`config.mk`:
```
export PLATFORM = sky130hd
export DESIGN_NAME = classify_ctrl
export DESIGN_NICKNAME = d
export VERILOG_FILES = /design/src/rtl/classify_ctrl.sv
export SDC_FILE = /design/constraint.sdc
export NUM_CORES = 1
export LEC_CHECK = 0
export BUFFER_PORTS_ARGS = -buffer_cell sky130_fd_sc_hd__buf_2
export CAP_MARGIN = 20
export CORE_ASPECT_RATIO = 0.5
export CORE_MARGIN = 2
export CORE_UTILIZATION = 35
export CTS_CLUSTER_DIAMETER = 30
export CTS_CLUSTER_SIZE = 10
export DETAILED_ROUTE_END_ITERATION = 10
export PLACE_DENSITY = 0.52
export SETUP_SLACK_MARGIN = 0.3
export SLEW_MARGIN = 15
export SYNTH_ARGS = -nofsm -noshare
export SYNTH_HDL_FRONTEND = slang
export SYNTH_SLANG_ARGS = --single-unit
```
`constraint.sdc`:
```
create_clock -name clk -period 2.6 [get_ports clk]
set_input_delay 0.39 -clock clk [delete_from_list [all_inputs] [get_ports clk]]
set_output_delay 0.39 -clock clk [all_outputs]
set_load 0.02 [all_outputs]
```
`src/rtl/classify_ctrl.sv`:
```
`default_nettype none
// ============================================================================
//  Module   : classify_ctrl
//  Purpose  : Sequencer for the k-means classification datapath
//             (pipe1 distance, pipe2 argmin, pipe3 accumulate). Per iteration
//             it loads centroids (first iteration only), clears the
//             accumulators, streams N points from data RAM, drains the
//             pipeline, starts the new-means block, walks the centroid
//             update and waits for the convergence verdict.
//  Ports    : clk, rst (sync, active-high)
//             start/num_points/k_num/max_iter   run request (sampled in IDLE)
//             ram_addr/ram_rd_en                 data RAM read port
//             ram_input_reg_en/accumulators_en   pipe1 load / pipe3 enable
//             centroid_en/first_iteration        centroid load control
//             pipe3_regs_reset_n                 active-low accumulator clear
//             calc_start/calc_done               new-means handshake
//             cent_cnt/cent_upd_en               centroid update walk
//             conv_valid/converged               convergence verdict
//             busy/done                          status
//  Options  : CLASSIFY_CTRL_RAM_STALL_EN adds input ram_stall, which holds
//             the point stream (no read, address holds) while high.
//  Revision : 1.0  initial release
// ============================================================================
module classify_ctrl #(
    parameter int addrWidth    = 8,
    parameter int count_width  = 10,
    parameter int centroid_num = 8,
    parameter int PIPE_LAT     = 3,
    parameter int iter_width   = 6
) (
    input  logic                    clk,
    input  logic                    rst,
    input  logic                    start,
    input  logic [count_width-1:0]  num_points,
    input  logic [2:0]              k_num,
    input  logic [iter_width-1:0]   max_iter,
    input  logic                    calc_done,
    input  logic                    conv_valid,
    input  logic                    converged,
`ifdef CLASSIFY_CTRL_RAM_STALL_EN
    input  logic                    ram_stall,
`endif
    output logic [addrWidth-1:0]    ram_addr,
    output logic                    ram_rd_en,
    output logic                    ram_input_reg_en,
    output logic [centroid_num-1:0] centroid_en,
    output logic                    first_iteration,
    output logic                    pipe3_regs_reset_n,
    output logic                    accumulators_en,
    output logic                    calc_start,
    output logic [2:0]              cent_cnt,
    output logic                    cent_upd_en,
    output logic                    busy,
    output logic                    done
);

    typedef enum logic [3:0] {
        S_IDLE      = 4'd0,
        S_LOAD_CENT = 4'd1,
        S_CLR_ACC   = 4'd2,
        S_STREAM    = 4'd3,
        S_DRAIN     = 4'd4,
        S_CALC      = 4'd5,
        S_UPDATE    = 4'd6,
        S_CONV      = 4'd7,
        S_DONE      = 4'd8
    } state_t;

    localparam logic [centroid_num-1:0] c_cen_one = {{(centroid_num-1){1'b0}}, 1'b1};

    state_t                  r_state;
    state_t                  w_state_next;
    logic [count_width-1:0]  r_n;
    logic [2:0]              r_k;
    logic [iter_width-1:0]   r_max_iter;
    logic [iter_width-1:0]   r_iter;
    logic [count_width-1:0]  r_pcnt;
    logic [2:0]              r_idx;
    logic                    r_first;
    logic                    r_rd_dly;
    logic [PIPE_LAT-1:0]     r_vsr;
    logic                    r_calc_sent;

    logic                    w_stall;
    logic                    w_last_pt;
    logic                    w_idx_last;
    logic [iter_width-1:0]   w_iter_inc;
    logic                    w_finish;

`ifdef CLASSIFY_CTRL_RAM_STALL_EN
    assign w_stall = ram_stall;
`else
    assign w_stall = 1'b0;
`endif

    assign w_last_pt  = (r_pcnt == (r_n - 1'b1));
    assign w_idx_last = (r_idx == r_k);
    assign w_iter_inc = r_iter + 1'b1;
    // Stop on a converged verdict or when the iteration budget is used up;
    // max_iter of zero means run until convergence.
    assign w_finish   = converged || ((r_max_iter != '0) && (w_iter_inc == r_max_iter));

    assign ram_input_reg_en = r_rd_dly;
    assign accumulators_en  = r_vsr[PIPE_LAT-1];
    assign first_iteration  = r_first;

    // ------------------------------------------------------------------
    // State and counter registers
    // ------------------------------------------------------------------
    always_ff @(posedge clk) begin
        if (rst) begin
            r_state     <= S_IDLE;
            r_n         <= '0;
            r_k         <= '0;
            r_max_iter  <= '0;
            r_iter      <= '0;
            r_pcnt      <= '0;
            r_idx       <= '0;
            r_first     <= 1'b0;
            r_rd_dly    <= 1'b0;
            r_vsr       <= '0;
            r_calc_sent <= 1'b0;
        end else begin
            r_state  <= w_state_next;
            // RAM data arrives one cycle after the read strobe; the valid
            // shift register then tracks each point through the pipes.
            r_rd_dly <= ram_rd_en;
            r_vsr[0] <= r_rd_dly;
            for (int i = 1; i < PIPE_LAT; i++) begin
                r_vsr[i] <= r_vsr[i-1];
            end

            case (r_state)
                S_IDLE: begin
                    if (start) begin
                        r_n        <= num_points;
                        r_k        <= k_num;
                        r_max_iter <= max_iter;
                        r_iter     <= '0;
                        r_idx      <= '0;
                        r_first    <= 1'b1;
                    end
                end
                S_LOAD_CENT: begin
                    r_idx <= w_idx_last ? 3'd0 : r_idx + 3'd1;
                end
                S_CLR_ACC: begin
                    r_first <= 1'b0;
                    r_pcnt  <= '0;
                end
                S_STREAM: begin
                    if (!w_stall) begin
                        r_pcnt <= r_pcnt + 1'b1;
                    end
                end
                S_DRAIN: begin
                    r_calc_sent <= 1'b0;
                end
                S_CALC: begin
                    r_calc_sent <= 1'b1;
                end
                S_UPDATE: begin
                    r_idx <= w_idx_last ? 3'd0 : r_idx + 3'd1;
                end
                S_CONV: begin
                    if (conv_valid && !w_finish) begin
                        r_iter <= w_iter_inc;
                    end
                end
                default: begin
                end
            endcase
        end
    end

    // ------------------------------------------------------------------
    // Next-state and state-decoded outputs
    // ------------------------------------------------------------------
    always_comb begin
        w_state_next       = r_state;
        ram_addr           = '0;
        ram_rd_en          = 1'b0;
        centroid_en        = '0;
        pipe3_regs_reset_n = 1'b1;
        calc_start         = 1'b0;
        cent_cnt           = 3'd0;
        cent_upd_en        = 1'b0;
        busy               = 1'b1;
        done               = 1'b0;

        case (r_state)
            S_IDLE: begin
                busy = 1'b0;
                if (start) begin
                    w_state_next = S_LOAD_CENT;
                end
            end
            S_LOAD_CENT: begin
                centroid_en = c_cen_one << r_idx;
                if (w_idx_last) begin
                    w_state_next = S_CLR_ACC;
                end
            end
            S_CLR_ACC: begin
                pipe3_regs_reset_n = 1'b0;
                w_state_next       = S_STREAM;
            end
            S_STREAM: begin
                ram_addr = r_pcnt[addrWidth-1:0];
                if (!w_stall) begin
                    ram_rd_en = 1'b1;
                    if (w_last_pt) begin
                        w_state_next = S_DRAIN;
                    end
                end
            end
            S_DRAIN: begin
                // Leave only once every issued point has left pipe3.
                if (!r_rd_dly && (r_vsr == '0)) begin
                    w_state_next = S_CALC;
                end
            end
            S_CALC: begin
                calc_start = !r_calc_sent;
                if (calc_done) begin
                    w_state_next = S_UPDATE;
                end
            end
            S_UPDATE: begin
                cent_cnt    = r_idx;
                cent_upd_en = 1'b1;
                if (w_idx_last) begin
                    w_state_next = S_CONV;
                end
            end
            S_CONV: begin
                if (conv_valid) begin
                    w_state_next = w_finish ? S_DONE : S_CLR_ACC;
                end
            end
            S_DONE: begin
                busy         = 1'b0;
                done         = 1'b1;
                w_state_next = S_IDLE;
            end
            default: begin
                w_state_next = S_IDLE;
            end
        endcase
    end

endmodule
`default_nettype wire

```
======== Word level (Yosys, flattened, before mapping) ========
Index checks and enable logic that the tools add are counted.
storage, ports and cells
  register bits after elaboration ......... 48
  memories kept ........................... 0
  ROM bits ................................ 0
  output and inout port bits .............. 28
  memory bits (writable) .................. 0
  input bits .............................. 25
  bits in latches ......................... 0
cells by class
  reduce and logical (&&, ||, !) cells .... 22
  equality and inequality tests ........... 19
  bitwise logic cells ..................... 0
  add/subtract/negate cells ............... 4
  $mul .................................... 0
  divide/modulo/power cells ............... 0
  multiplexer cells ....................... 28
  $lt $le $gt $ge ......................... 0
  shifts and indexed selects .............. 1
operators by type and width
  operator                                                               count
  4-bit two-way mux                                                      8
  4-bit one-hot mux with 8 select lines                                  1
  10-bit one-hot mux with 2 select lines                                 1
  4-bit by 3-bit equality test with 1-bit output, second input constant  4
  8-bit two-way mux                                                      2
  2-bit != test, second input constant                                   8
  6-bit two-way mux                                                      2
  6-bit one-hot mux with 2 select lines                                  1
  10-bit by 1-bit adder with 10-bit output, second input constant        1
  10-bit equality test                                                   1
  2-bit nonzero test                                                     5
  10-bit by 1-bit subtractor with 10-bit output, second input constant   1
  3-bit two-way mux                                                      3
  4-bit by 2-bit equality test with 1-bit output, second input constant  2
  1-bit by 3-bit left shift with 8-bit output, first input constant      1
  1-bit two-way mux                                                      7
  7-bit AND reduction                                                    1
  6-bit by 1-bit adder with 6-bit output, second input constant          1
  6-bit equality test                                                    1
  3-bit one-hot mux with 2 select lines                                  1
  2-bit AND reduction                                                    3
  6-bit nonzero test                                                     1
  4-bit by 1-bit equality test with 1-bit output, second input constant  1
  4-bit equality test, second input constant                             1
  other kinds (10)                                                       16

======== Depth between registers and ports, before layout ========
  depth after elaboration ................. 8
  depth in mapped cells ................... 9
  depth with buffers taken out ............ 8

======== Least setup slack after synthesis ========
OpenSTA, ideal clock, no wires.
  kind .................................... register to register
  from .................................... reg r_n[0]
  to ...................................... reg r_state[1]
  stages on the path, launching flop included .. 10
  arrival time ............................ 2.090 ns
  path buffers ............................ 1
  period minus slack after synthesis ...... 2.223 ns
  required time ........................... 2.467 ns
  setup slack ............................. 0.377 ns
  library setup time ...................... 0.133 ns
  path through ............................ dfxtp_1 > inv_1 > ha_1 > buf_2 > or4b_4 > a2111oi_2 > o32ai_1 > a21boi_0 > o2111a_1 > o221ai_1
between the ends
  longest elaborated chain between the ends .. 4
RTL lines
  element                                        RTL line  source
  from (decl)                                    73        logic [count_width-1:0] r_n;
  from (signal assigned)                         136       r_n <= num_points;
  10-bit by 1-bit subtractor with 10-bit output  96        assign w_last_pt = (r_pcnt == (r_n - 1'b1));
  10-bit equality test                           96
  2-bit != test (no line)                        n/a
  7-bit AND reduction (no line)                  n/a
  to (signal assigned)                           124       r_state <= w_state_next;
  to (decl)                                      71        state_t r_state;
Every way passes these cells.
A chain may end at the register's enable or synchronous reset.

======== Worst setup path after layout ========
Ends and elaborated chain as after synthesis.

==> out/metrics.csv <==
metric,value,unit
finClkSkew,0.002957,ns
viasPerCell,5.038,
synthArstFlopShare,0,%
placementRows,23,
cts_tree,built,
portBuffers,52,
clock-sinks,48,
synth_ff_type,dfxtp_1,
slew_headroom,51.18,%
grt_antenna_before_repair,0,
synth_area_leader_cell,dfxtp_1,
fp.dieH,67.97,um
leakage,1.399,nW
cts_buffer_depth,2,
p_per_area,782.5,mW/mm2
fin_nets,452,
routed_wl,6934,um
fin_crit_sh,87.20,%
grt_use_total,15.82,%
vias,2675,
fp.dieArea,0.008967,mm2
start_util,35.93,%
synth_area_leaders,"dfxtp_1 (34%), nand2_1 (7.5%), a21oi_1 (5.8%)",
syn_avg_cell_area,7.617,um2
die_width,131.9,um
crit_type,flip-flop to flip-flop,
antennaDiodeCount,0,
cap_viol_max_count,0,
worstPathRequired,2.77,ns
cts_buffers,5,
fin_crit,2.267,ns
core_area,0.007971,mm2
peakVddDrop,0.0003134,V
rsz0062_at_grt,yes,
synthCells,376,
drive_gt1_share,21.00,%
finalSetupViolCount,0,
ant_nets,0,
cp-end-kind,flip-flop,
synth_edf_count,0,
grt_pass1_wl,11610,um
cp_max_fo,5,
slowest_stage,or4b_4,
drtIter0Drc,173,
startpoint_type,flip-flop,
gp_congestion,0.8055,
clk_latency,0.29,ns
cp.arrival,2.44,ns
grt_max_degree,32,
fill_cells,834,
clk_pin_slew_worst_paths,0.07,ns
status,finished clean,
synth_cell_types,58,
hp-class,input port to flip-flop,
first_global_vias,2544,
cts_root_buffer,clkbuf_16,
clock.fmax,441.1,MHz
drv_slew,0,
ys_ff_latch,48,
crit_family,compound AO/OA/AOI/OAI gates,
tns,0,ns
synth_top_cell_area_share,33.55,%
syn-cell-area,0.002864,mm2
crit_chain,inv_2 -> ha_4 -> or4b_4 -> a2111oi_2 -> o32ai_1 -> a21boi_1 -> o2111a_2 -> o221ai_1,
gr-total-overflow,0,
htree_levels,2,
ys_warn_count,0,
tightest_slew,0.7323,ns
dp_hpwl,5157,um
syn_to_final_growth,20.14,%
drc_errors,0,
hold_viol,0,
holdWs,0.3310,ns
path_buf_inv,1,
pin_count,53,
slowest_delay,0.50,ns
drt_pass1_iterations,4,
routedWlPerCell,13.06,um
ys_seq_area_share,33.55,%
synth_fp_nets,410,
metrics by stage:
stage,instance area [um2],std cells,setup WS (ns),power [mW],utilization (%)
after floorplan,2864,376,0.3772,1.696,-
after global placement,3189,520,0.2657,1.894,40.01
after detailed placement,3189,520,0.1347,1.915,40.01
after CTS,3371,528,0.3074,2.668,42.29
after global routing,3441,531,0.2132,2.884,43.16
final,3441,531,0.3329,2.692,43.16
sequential cells by signal, indices dropped and copies added (netlist names):
signal            flops
r_vsr                 3
r_state               4
ram_input_reg_en      1
r_k                   3
r_iter                6
r_max_iter            6
r_idx                 3
r_pcnt               10
first_iteration       1
r_n                  10
r_calc_sent           1
worst min-delay path, delay by kind of cell:
| family | cells | cell delay, ns |
|---|---|---|
| AOI/OAI and AO/OA | 1 | 0.05 |
| and+or+nand+nor | 1 | 0.04 |
| buffers and inverters | 1 | 0.09 |
power breakdown:
part | total, mW | switching (mW) | internal [mW]
logic | 0.997 | 0.581 | 0.416
clock network | 0.738 | 0.285 | 0.453
registers | 0.957 | 0.140 | 0.817
final timing paths:
check	startpoint	endpoint	slack [ns]	cells past startpoint
worst max-delay path	r_n[0]	r_state[1]	0.33	8
worst max register to register	r_n[0]	r_state[1]	0.33	8
worst min-delay path	max_iter[2]	r_max_iter[2]	0.33	3
worst min register to register	first_iteration	first_iteration	0.46	2
cells by family (layout without fill, tap and decap cells):
kind of cell,Yosys count,in the layout,share of synthesized area [%]
fa+ha+maj,9,9,3.932
compound gates,75,75,17.69
simple gates,177,177,30.36
flops,48,48,33.55
mux,5,5,1.791
xor+xnor,23,23,7.034
buf+inv,39,82,5.635
cells in the mapped netlist, drive strengths merged (4+ instances only):
library cell	number
o21ai	9
xnor2	18
mux2i	4
nand3	14
ha	9
nand2b	10
or4	5
xor2	5
nand2	57
buf	5
and2	12
and3	11
inv	15
nor3	12
dfxtp	48
nor2b	5
a21oi	33
nor2	36
clkbuf	19
metal layers:
metal	GRT usage [%]	routed length, um
met5	0	0
met4	4.484	61
met3	4.148	160
met2	29.10	3465
met1	18.74	3247
timing repair:
action / 4_1_cts / 5_1_grt
gates cloned: 0 / 0
pin swaps: 1 / 3
setup buffers: 0 / 3
gates resized for setup: 4 / 13
hold buffers: 0 / 0
endpoints found under the setup margin: 5 / 14
area by class of cell:
cell class | instances | area (um2) | area share [%]
flip-flops and latches | 48 | 962.2 | 27.96
clock buffers | 6 | 128.9 | 3.745
repair buffers | 59 | 312.8 | 9.091
well taps | 112 | 140.1 | 4.073
multi-input cells | 289 | 1805 | 52.47
inverters | 15 | 56.30 | 1.636
clock inverters | 2 | 35.03 | 1.018
cell usage in the layout, fill, tap and decap left out, drive strengths merged, types with 4 or more instances in the layout:
cell type and n:
buf 59, nand2 57, dfxtp 48, nor2 36, a21oi 33, xnor2 18
inv 15, nand3 14, and2 12, nor3 12, and3 11, nand2b 10
o21ai 9, ha 9, clkbuf 6, nor2b 5, xor2 5, or4 5
mux2i 4
Note: power is estimated with default switching activity, not from simulation.
